[config.mk]
export PLATFORM = sky130hd
export DESIGN_NAME = alu_share_ctrl
export DESIGN_NICKNAME = d
export VERILOG_FILES = /design/src/rtl/alu_share_ctrl.sv
export SDC_FILE = /design/constraint.sdc
export NUM_CORES = 1
export LEC_CHECK = 0
export BUFFER_PORTS_ARGS = -buffer_cell sky130_fd_sc_hd__buf_2
export CORE_ASPECT_RATIO = 1.4
export CORE_MARGIN = 5
export CORE_UTILIZATION = 35
export CTS_CLUSTER_DIAMETER = 40
export DETAILED_ROUTE_END_ITERATION = 7
export PLACE_DENSITY = 0.7
export SLEW_MARGIN = 20
export SYNTH_ARGS = -nofsm -noshare
export SYNTH_HDL_FRONTEND = slang
export SYNTH_SLANG_ARGS = --single-unit
[constraint.sdc]
create_clock -name clk -period 2.8 [get_ports clk]
set_input_delay 0.14 -clock clk [delete_from_list [all_inputs] [get_ports clk]]
set_output_delay 0.14 -clock clk [all_outputs]
set_load 0.005 [all_outputs]
[src/rtl/alu_share_ctrl.sv]
// -----------------------------------------------------------------------------
// alu_share_ctrl
//
// Time-shares one 32-bit ALU between two requesters. Each requester has a
// valid/ready request channel (A, B, Op) and a valid/ready response channel
// (Out plus {Z,N,C,V}). Requests are arbitrated round-robin, the operands are
// registered, the ALU is driven for one cycle, and its result is captured and
// held until the granted requester takes it.
//
// Ports
//   clk, reset                 rising-edge clock, synchronous active-high reset
//   reqN_valid / reqN_ready    request handshake (ready is combinational)
//   reqN_A, reqN_B, reqN_Op    request operands and opcode
//   rspN_valid / rspN_ready    response handshake
//   rspN_Out, rspN_flags       result and {Z,N,C,V}
//   alu_A, alu_B, alu_Op       ALU inputs, owned exclusively by this block
//   alu_Out, alu_Z/N/C/V       ALU outputs
//   busy                       high whenever the scheduler is not idle
// -----------------------------------------------------------------------------
module alu_share_ctrl #(
    parameter int W = 32
) (
    input  logic         clk,
    input  logic         reset,

    input  logic         req0_valid,
    output logic         req0_ready,
    input  logic [W-1:0] req0_A,
    input  logic [W-1:0] req0_B,
    input  logic [3:0]   req0_Op,

    input  logic         req1_valid,
    output logic         req1_ready,
    input  logic [W-1:0] req1_A,
    input  logic [W-1:0] req1_B,
    input  logic [3:0]   req1_Op,

    output logic         rsp0_valid,
    input  logic         rsp0_ready,
    output logic [W-1:0] rsp0_Out,
    output logic [3:0]   rsp0_flags,

    output logic         rsp1_valid,
    input  logic         rsp1_ready,
    output logic [W-1:0] rsp1_Out,
    output logic [3:0]   rsp1_flags,

    output logic [W-1:0] alu_A,
    output logic [W-1:0] alu_B,
    output logic [3:0]   alu_Op,
    input  logic [W-1:0] alu_Out,
    input  logic         alu_Z,
    input  logic         alu_N,
    input  logic         alu_C,
    input  logic         alu_V,

    output logic         busy
);

    // Opcode that makes the ALU produce zero; parked on the ALU when idle.
    localparam logic [3:0] OP_ZERO = 4'b1101;

    typedef enum logic [1:0] {
        IDLE = 2'd0,
        EXEC = 2'd1,
        RESP = 2'd2
    } state_t;

    state_t         state_q, state_d;
    logic           prio_q,  prio_d;   // requester favoured on a tie
    logic           g_q,     g_d;      // requester owning the current transaction
    logic [W-1:0]   a_q,     a_d;
    logic [W-1:0]   b_q,     b_d;
    logic [3:0]     op_q,    op_d;
    logic [W-1:0]   out_q,   out_d;
    logic [3:0]     flags_q, flags_d;

    logic           grant0, grant1;
    logic           rsp_take;

    // Only SUB (3) and the two compares (8, 9) update the ALU flags; for any
    // other op the ALU flag pins carry stale values and must not be reported.
    function automatic logic op_sets_flags(input logic [3:0] op);
        return (op == 4'd3) || (op == 4'd8) || (op == 4'd9);
    endfunction

    always_comb begin
        state_d  = state_q;
        prio_d   = prio_q;
        g_d      = g_q;
        a_d      = a_q;
        b_d      = b_q;
        op_d     = op_q;
        out_d    = out_q;
        flags_d  = flags_q;
        grant0   = 1'b0;
        grant1   = 1'b0;
        rsp_take = 1'b0;

        case (state_q)
            IDLE: begin
                // Ready is combinational, so it must be held low during reset.
                if (!reset) begin
                    if (req0_valid && (!req1_valid || !prio_q)) begin
                        grant0 = 1'b1;
                    end else if (req1_valid) begin
                        grant1 = 1'b1;
                    end
                end
                if (grant0 || grant1) begin
                    a_d     = grant1 ? req1_A  : req0_A;
                    b_d     = grant1 ? req1_B  : req0_B;
                    op_d    = grant1 ? req1_Op : req0_Op;
                    g_d     = grant1;
                    state_d = EXEC;
                end
            end
            EXEC: begin
                out_d   = alu_Out;
                flags_d = op_sets_flags(op_q) ? {alu_Z, alu_N, alu_C, alu_V} : 4'b0000;
                state_d = RESP;
            end
            RESP: begin
                rsp_take = g_q ? rsp1_ready : rsp0_ready;
                if (rsp_take) begin
                    prio_d  = ~g_q;
                    state_d = IDLE;
                end
            end
            default: begin
                state_d = IDLE;
            end
        endcase
    end

    // Control and result state; result registers are cleared so that the
    // response outputs read zero after reset.
    always_ff @(posedge clk) begin
        if (reset) begin
            state_q <= IDLE;
            prio_q  <= 1'b0;
            out_q   <= '0;
            flags_q <= 4'b0000;
        end else begin
            state_q <= state_d;
            prio_q  <= prio_d;
            out_q   <= out_d;
            flags_q <= flags_d;
        end
    end

    // Operand registers and grant id are only observed in EXEC/RESP, which
    // reset leaves, so they carry no reset.
    always_ff @(posedge clk) begin
        a_q  <= a_d;
        b_q  <= b_d;
        op_q <= op_d;
        g_q  <= g_d;
    end

    assign req0_ready = grant0;
    assign req1_ready = grant1;

    assign rsp0_valid = (state_q == RESP) && !g_q;
    assign rsp1_valid = (state_q == RESP) &&  g_q;
    assign rsp0_Out   = out_q;
    assign rsp1_Out   = out_q;
    assign rsp0_flags = flags_q;
    assign rsp1_flags = flags_q;

    assign alu_A  = (state_q == EXEC) ? a_q  : '0;
    assign alu_B  = (state_q == EXEC) ? b_q  : '0;
    assign alu_Op = (state_q == EXEC) ? op_q : OP_ZERO;

    assign busy = (state_q != IDLE);

endmodule

==> flow_metrics.tcl, run 1 <==
set metrics [dict create \
    cts.clk_slew.worst_paths_ps 80 \
    vias 4117 \
    hold_violations 0 \
    leakagePower_nw 3.35 \
    synth_flop_cell "edfxtp_1" \
    routed_wl_um 14500 \
    hp-class "in2reg" \
    synthAdderAreaFrac 0 \
    drcViolationCount 0 \
    setup_viol 0 \
    maxCapViolCount 0 \
    yosysWarnings 0 \
    drive_above_1_share 0.579 \
    gp_congestion 0.805 \
    netlist_area_sq_um 5150 \
    worstMarginPinSlew_ps 607 \
    slowest_delay_ps 610 \
    insertion_delay_ps 340 \
    synth_top_area_share 0.403 \
    first_pass_iters 6 \
    grt.total_usage 0.161 \
    cts_buffers 9 \
    die_area_sq_um 17300 \
    max_slew_margin 0.595 \
    yosysSeqAreaShare 0.554 \
    synth_top_family_by_area "multiplexers" \
    synthArstFlopShare 0 \
    antenna_found_initial 0 \
    start_util 0.356 \
    num_io_pins 323 \
    synthSimpleGateAreaFrac 0.155 \
    wire_per_inst_um 15.9 \
    grt-ovfl-total 0 \
    syn-num-nets 617 \
    clock_skew_ps 7.93 \
    tns_ps 0 \
    antenna_cells 0 \
    worst_path_max_delay_cell "and2b_2" \
    post_cts.repair.setup_buffers 0 \
    num_rows 52 \
    grt_pass1_wl_um 21800 \
    register_area_sq_um 2850 \
    core_area_sq_um 14400 \
    ir_drop_mv 0.361 \
    min_period_ps 1990 \
    synth_cells 439 \
    synth_edf_count 69 \
    startpoint "state_q[1]" \
    critical_path_class "reg2out" \
    synth_most_common_cell "edfxtp_1" \
    powerDensity_nw_per_um2 545 \
    synthTopCellsByCount "edfxtp_1, and2_1, nand2_1, mux2_2, dfxtp_1" \
    ys_seq_elements 108 \
    viasPerCell 4.52 \
    hold_buffers 0 \
    crit_family "simple AND/OR/NAND/NOR gates" \
    synth_compound_area_frac 0.0447 \
    grt_pass1_vias 4202 \
    worstHoldStart "alu_Out[10]" \
    fmax_mhz 503 \
    crit_required_ps 2660 \
    multi_input_area_sq_um 1840 \
    synth_cell_types 26 \
    rsz0062_at_grt "no" \
    outcome "completed" \
    crit_arrival_ps 1850 \
    crit_buf_inv 2 \
    cts_sinks 108 \
    htreeDepth 3 \
    crit_fanout 39 \
    finalMaxSlewViolations 0 \
    layout.nets 895 \
    port-buffer-count 322 \
    finalCritPeriodShare 0.710 \
    yosysTopAreaCell "edfxtp_1" \
    timing.hold.ws_ps 26.6 \
    antenna_left 0 \
    path_cells "and2b_2 > buf_4 > and2_1 > buf_2" \
    final.fill_count 1406 \
    rr_startpoint "state_q[1]" \
    start_kind "flip-flop" \
    avgSynthCellArea_sq_um 11.7 \
    hpwl_um 11400 \
    drtIter0Drc 281 \
    fin_util 0.483 \
    synth.area.mux_share 0.157 \
    yosys-top-cells-area "edfxtp_1, dfxtp_1, mux2_2" \
    die_x_um 112 \
    clockBufferDepth 2 \
    clock-root-buffer "clkbuf_16" \
    grt_max_degree 49 \
    cts_tree "built" \
    synth_xor_area_frac 0 \
    die_y_um 153 \
    cts-resized-gates 0 \
    cp-end-kind "output port" \
    area_growth_pct 35.4 \
]
## layer usage
layer	up-vias	wire length (um)	global-route usage	part of all wire
li1	2010	-	-	-
met1	1880	5060	0.163	0.35
met2	203	7760	0.300	0.54
met3	24	1310	0.0586	0.091
met4	0	317	0.0527	0.022
met5	-	0	0	0
## cells in the final DEF, fill, tap and decap left out, types with 2 or more instances in the layout
master and count:
a21oi_1 34, and2_1 66, buf_12 3, buf_2 322, buf_4 5, clkbuf_16 9
dfxtp_1 39, edfxtp_1 69, inv_1 5, inv_6 3, inv_8 2, mux2_2 63
mux2_4 5, nand2_1 66, nand2b_1 5, nand3b_1 4, nor2_1 4, nor2b_1 2
o41ai_1 4
## cell families (layout without fill, tap and decap cells)
group                  after synthesis  after routing
buffers and inverters               68            351
muxes                               70             70
DFF                                108            108
AOI/OAI and AO/OA                   41             41
and+or+nand+nor                    152            152
## path summary, 6_finish.rpt
kind,to,slack (ps),cells past startpoint
worst max register to register,a_q[17],1010,4
worst min register to register,rsp0_Out[23],470,2
worst min-delay path,rsp0_Out[10],30,3
worst max-delay path,alu_B[29],810,4
## where the power goes
group          internal, mW  leakage [nW]  switching (mW)
Sequential             1.82         0.966          0.0414
Combinational         0.319          2.23           0.288
Clock                 0.719         0.155           0.614
## worst min-delay path, stage by stage
cell	delay, ps
buf_2	90
nand2_1	40
a21oi_1	50
## stage by stage
step	setup WS, ps	area [sq um]	instances	power [mW]
CTS	733	6970	911	3.87
floorplan	689	5150	439	2.23
finish	812	6970	911	3.80
global route	633	6970	911	4.00
detailed placement	999	6660	895	2.52
global placement	1030	6660	895	2.51
## flip-flops by register name, indices dropped and copies added (netlist names)
register    cells
state_q         2
b_q            32
g_q             1
a_q            32
rsp0_Out       32
op_q            4
rsp0_flags      4
prio_q          1
## layout make-up
cell class | count | area share
Timing Repair Buffer | 330 | 0.245
Multi-Input combinational cell | 263 | 0.264
Clock buffer | 9 | 0.0323
Tap cell | 189 | 0.0339
Sequential cell | 108 | 0.409
Clock inverter | 7 | 0.0126
Inverter | 5 | 0.00269
Power figures use the tool's default switching activity.
==> run 2: changes to the inputs <==
--- a/config.mk
+++ b/config.mk
@@ -5,13 +5,14 @@
 export SDC_FILE = /design/constraint.sdc
 export NUM_CORES = 1
 export LEC_CHECK = 0
+export ABC_AREA = 1
 export BUFFER_PORTS_ARGS = -buffer_cell sky130_fd_sc_hd__buf_2
 export CORE_ASPECT_RATIO = 1.4
 export CORE_MARGIN = 5
 export CORE_UTILIZATION = 35
 export CTS_CLUSTER_DIAMETER = 40
 export DETAILED_ROUTE_END_ITERATION = 7
-export PLACE_DENSITY = 0.7
+export PLACE_DENSITY = 0.68
 export SLEW_MARGIN = 20
 export SYNTH_ARGS = -nofsm -noshare
 export SYNTH_HDL_FRONTEND = slang
==> constraint.sdc (replaced) <==
create_clock -name clk -period 1.9 [get_ports clk]
set_input_delay 0.095 -clock clk [delete_from_list [all_inputs] [get_ports clk]]
set_output_delay 0.095 -clock clk [all_outputs]
set_load 0.005 [all_outputs]
==> flow_metrics.tcl, run 2 <==
set metrics [dict create \
    yosysTopAreaCell "edfxtp_1" \
    area_growth_pct 43.2 \
    rsz0062_at_grt "no" \
    finalMaxSlewViolations 0 \
    clockBufferDepth 2 \
    die_x_um 112 \
    mostFrequentLayoutCells "buf_2, nand2_1, nor2_1" \
    yosysSeqAreaShare 0.556 \
    syn-num-nets 830 \
    start_kind "input port" \
    synth_edf_count 69 \
    cp-end-kind "flip-flop" \
    antenna_found_initial 1 \
    multi_input_area_sq_um 1620 \
    cts_buffers 9 \
    power_mw 5.78 \
    htreeDepth 3 \
    worstMarginPinSlew_ps 519 \
    hold_violations 0 \
    rr_startpoint "state_q[0]" \
    layout.nets 1140 \
    synthTopCellsByCount "nand2_1, nor2_1, inv_1, edfxtp_1, dfxtp_1" \
    worstHoldStart "req1_A[28]" \
    grt_pass1_wl_um 24100 \
    grt_pass1_vias 4848 \
    final_area_sq_um 7340 \
    fmax_mhz 592 \
    clock-root-buffer "clkbuf_16" \
    drive_above_1_share 0.367 \
    synth_most_common_cell "nand2_1" \
    ys_seq_elements 108 \
    rr_worst_depth 4 \
    powerDensity_nw_per_um2 787 \
    synth_flop_cell "edfxtp_1" \
    num_io_pins 323 \
    routed_wl_um 16000 \
    cts_sinks 108 \
    max_slew_margin 0.654 \
    netlist_area_sq_um 5130 \
    synth_cell_types 18 \
    avgSynthCellArea_sq_um 7.87 \
    crit_required_ps 1900 \
    grt-ovfl-total 0 \
    die_y_um 153 \
    num_rows 52 \
    grt_max_degree 70 \
    drtIter0Drc 219 \
    port-buffer-count 322 \
    synthArstFlopShare 0 \
    layout_commonest_cell "buf_2" \
    holdPathEnd "a_q[28]" \
    startpoint "reset" \
    setup_slack_ps 210 \
    maxCapViolCount 0 \
    critical_path_class "in2reg" \
    register_area_sq_um 2850 \
    crit_fanout 69 \
    min_period_ps 1690 \
    post_cts.repair.setup_buffers 0 \
    setup_viol 0 \
    ir_drop_mv 0.591 \
    hpwl_um 11800 \
    vias 5066 \
    cts.clk_slew.worst_paths_ps 80 \
    core_area_sq_um 14400 \
    hp-class "in2reg" \
    yosysWarnings 0 \
    start_util 0.355 \
    synth_cells 652 \
    r2r_slack_ps 400 \
    crit_arrival_ps 1690 \
    viasPerCell 4.38 \
    synth_top_area_share 0.404 \
    cts_tree "built" \
    yosys-top-cells-area "edfxtp_1, nand2_1, dfxtp_1" \
    antenna_cells 0 \
    first_pass_iters 5 \
    gp_congestion 0.845 \
    die_area_sq_um 17200 \
    dpl_cell_area_sq_um 6710 \
    drcViolationCount 0 \
    r2r-end "b_q[30]" \
    antenna_left 0 \
    outcome "completed" \
    clock_skew_ps 8.93 \
    grt.total_usage 0.173 \
    hold_path_depth 3 \
    wire_per_inst_um 13.8 \
    final.fill_count 1438 \
    leakagePower_nw 4.12 \
    finalCritPeriodShare 0.890 \
    insertion_delay_ps 340 \
    place_ws_ps 380 \
]
run 2: cell types whose count changed in the layout (fill, tap and decap cells not counted), sizes merged, moves of 4 or more:
cell / delta
nand2b: -5
nand2: +148
nand3: +6
mux2: -69
nand3b: -5
a21oi: -26
and2: -66
nor2: +132
dlygate4sd3: +35
o41ai: -4
inv: +67
o21ai: +37
run 2: kinds of logic (layout without fill, tap and decap cells):
group                  after synthesis  in the layout  synth area share
AO/OA/AOI/OAI                       45             45            0.0439
AND/OR/NAND/NOR                    359            359             0.267
buffers and inverters              140            455             0.133
flip-flops                         108            108             0.556
run 2: how the worst max path moves through the flow:
stage | to | cells after the start
2_1_floorplan | a_q[0] | 5
3_5_place_dp | alu_A[31] | 6
4_1_cts | alu_A[31] | 6
3_3_place_gp | alu_A[31] | 6
5_1_grt | alu_A[2] | 6
6_report | b_q[30] | 6
run 2: timing repair:
| action | in CTS | in global routing |
|---|---|---|
| resized for setup | 0 | 1 |
| hold endpoints to repair | 36 | 0 |
| hold buffers | 35 | 0 |
| endpoints found under the setup margin | 0 | 50 |
run 2: critical path, cell delays in order:
cell and delay, ps:
dlygate4sd3_1 550, buf_2 150, inv_1 120, nand3_1 190, a21oi_4 190, buf_12 330
run 2: metal layers:
layer,part of all wire,up-vias,GRT usage
met5,0.00087,-,0
met4,0.025,2,0.0693
met3,0.080,27,0.0384
met2,0.52,225,0.322
met1,0.38,2245,0.188
li1,-,2567,-
run 2: where the power goes:
group	leakage [nW]	total [mW]	internal, mW	switching (mW)
registers	0.969	2.83	2.74	0.0933
clock network	0.143	1.80	0.911	0.888
logic	3.01	1.15	0.527	0.625
run 2: per-stage QoR:
step           TNS, ps  std cells   util  hold WS, ps
3_5_place_dp         0       1105  0.465          304
6_report             0       1156  0.508         13.3
5_1_grt              0       1156  0.508         11.2
2_1_floorplan   -28590        652      -          164
4_1_cts              0       1156  0.508        0.951
3_3_place_gp         0       1105  0.465          312
run 2: final cells by class:
class,instances,area share
clock buffers,9,0.0307
clock inverters,7,0.00733
inverters,72,0.0371
well taps,189,0.0322
repair buffers,367,0.284
flip-flops and latches,108,0.388
multi-input cells,404,0.220
==> run 3: changes to the inputs <==
--- a/config.mk
+++ b/config.mk
@@ -10,6 +10,7 @@
 export CORE_ASPECT_RATIO = 1.4
 export CORE_MARGIN = 5
 export CORE_UTILIZATION = 35
+export CTS_BUF_LIST = sky130_fd_sc_hd__clkbuf_4
 export CTS_CLUSTER_DIAMETER = 40
 export DETAILED_ROUTE_END_ITERATION = 7
 export PLACE_DENSITY = 0.68
==> flow_metrics.tcl, run 3 (synthesis gave the netlist of run 2 again) <==
set metrics [dict create \
    cts_buffers 9 \
    place_ws_ps 380 \
    crit_family "buffers and inverters" \
    fmax_mhz 548 \
    first_pass_iters 5 \
    grt_pass1_wl_um 29600 \
    port-buffer-count 322 \
    cp-end-kind "flip-flop" \
    slowest_delay_ps 560 \
    die_y_um 153 \
    drive_above_1_share 0.325 \
    hp-class "in2reg" \
    grt-ovfl-total 0 \
    core_area_sq_um 14400 \
    worstHoldStart "req0_valid" \
    start_kind "flip-flop" \
    drcViolationCount 0 \
    worstMarginPinSlew_ps 394 \
    rr_startpoint "prio_q" \
    r2r-end "b_q[22]" \
    viasPerCell 4.55 \
    power.share.sequential 0.525 \
    cts_tree "built" \
    layout.nets 1288 \
    clock-root-buffer "clkbuf_4" \
    critical_path_class "reg2reg" \
    hold_path_depth 3 \
    start_util 0.355 \
    crit_fanout 51 \
    mostFrequentLayoutCells "buf_2, nand2_1, dlygate4sd3_1" \
    crit_top_cell "nand2_1" \
    cts_sinks 108 \
    finalMaxSlewViolations 0 \
    worst_path_max_delay_cell "dlygate4sd3_1" \
    min_period_ps 1820 \
    die_area_sq_um 17200 \
    outcome "completed" \
    p_sw_frac 0.300 \
    routed_wl_um 19800 \
    cts.clk_slew.worst_paths_ps 180 \
    drtIter0Drc 330 \
    num_io_pins 323 \
    powerDensity_nw_per_um2 621 \
    rr_worst_depth 7 \
    max_slew_margin 0.737 \
    crit_arrival_ps 2050 \
    r2r_slack_ps 80 \
    grt_max_degree 70 \
    leakagePower_nw 4.69 \
    setup_viol 0 \
    gp_congestion 0.845 \
    hpwl_um 11800 \
    setup_slack_ps 75.0 \
    clock_skew_ps 19.9 \
    path_cells "nand2_1 > nand2_2 > nand3_4 > buf_8 > nand2_1 > nand2_1 > dlygate4sd3_1" \
    hold_violations 0 \
    p_sw_mw 1.62 \
    wire_per_inst_um 15.1 \
    maxCapViolCount 0 \
    vias 5945 \
    antenna_left 0 \
    intPower_mw 3.78 \
    grt_pass1_vias 6061 \
    ir_drop_mv 0.313 \
    die_x_um 112 \
    layout_commonest_cell "buf_2" \
    holdPathEnd "state_q[0]" \
    tns_ps 0 \
    htreeDepth 3 \
    clockBufferDepth 2 \
    p_clk_frac 0.204 \
    area_growth_pct 69.8 \
    crit_required_ps 2130 \
    antenna_found_initial 1 \
    finalCritPeriodShare 0.961 \
    p_comb_frac 0.271 \
    insertion_delay_ps 460 \
    num_rows 52 \
    crit_buf_inv 2 \
    grt.total_usage 0.214 \
]
-- run 3: changes by cell type in the layout (fill, tap and decap cells not counted), moves of 3 or more --
cell           previous run  this run
diode_2                   0         3
clkbuf_16                 9         2
buf_4                     6         9
dlygate4sd3_1            35       176
clkbuf_4                  0         9
-- run 3: worst max path at each step --
stage	from	endpoint	slack, ps	depth (start not counted)
after detailed placement	state_q[0]	alu_A[31]	380	6
after global placement	state_q[0]	alu_A[31]	400	6
final	prio_q	b_q[22]	80	7
after global routing	prio_q	b_q[22]	-5	7
after floorplan	prio_q	a_q[0]	-410	5
after CTS	prio_q	a_q[24]	20	7
-- run 3: final cells by class --
cell class	count	area, sq um
diodes	3	7.51
clock buffers	9	67.6
clock inverters	7	53.8
fillers	1243	5740
inverters	72	278
multi-input cells	404	1620
flip-flops and latches	108	2850
well taps	189	236
repair buffers	514	3590
repair inverters	1	5.00
-- run 3: repair_timing --
action	4_1_cts	5_1_grt
hold endpoints to repair	106	0
gates resized for setup	2	4
hold buffers	176	0
gates cloned	1	2
setup endpoints to repair	57	40
pin swaps	0	1
buffers inserted	0	4
-- run 3: per-stage QoR --
step | hold slack (ps) | utilization | cell area, sq um | std cells | power, mW
after global routing | 31.2 | 0.603 | 8700 | 1305 | 5.71
after global placement | 312 | 0.465 | 6710 | 1105 | 3.97
after detailed placement | 304 | 0.465 | 6710 | 1105 | 3.99
after floorplan | 164 | - | 5160 | 652 | 3.47
after CTS | 24.5 | 0.596 | 8610 | 1298 | 5.40
final | 64.0 | 0.603 | 8710 | 1307 | 5.41
-- run 3: tightest hold or removal path, delay by kind of cell --
kind            cells  cell delay [ps]
compound gates      1               90
buf+inv             1              110
simple gates        1              180
-- run 3: layer usage --
layer,GRT usage,wire length [um],part of all wire
met1,0.221,6860,0.35
met2,0.386,10100,0.51
met3,0.0542,1830,0.093
met4,0.125,969,0.049
met5,0,0,0
-- run 3: power by group through the flow --
stage               clock network, mW  registers [mW]  logic [mW]
floorplan                           0            2.88       0.587
global placement                    0            2.88        1.09
detailed placement                  0            2.88        1.11
CTS                              1.15            2.83        1.41
global route                     1.24            2.86        1.61
finish                           1.11            2.84        1.46
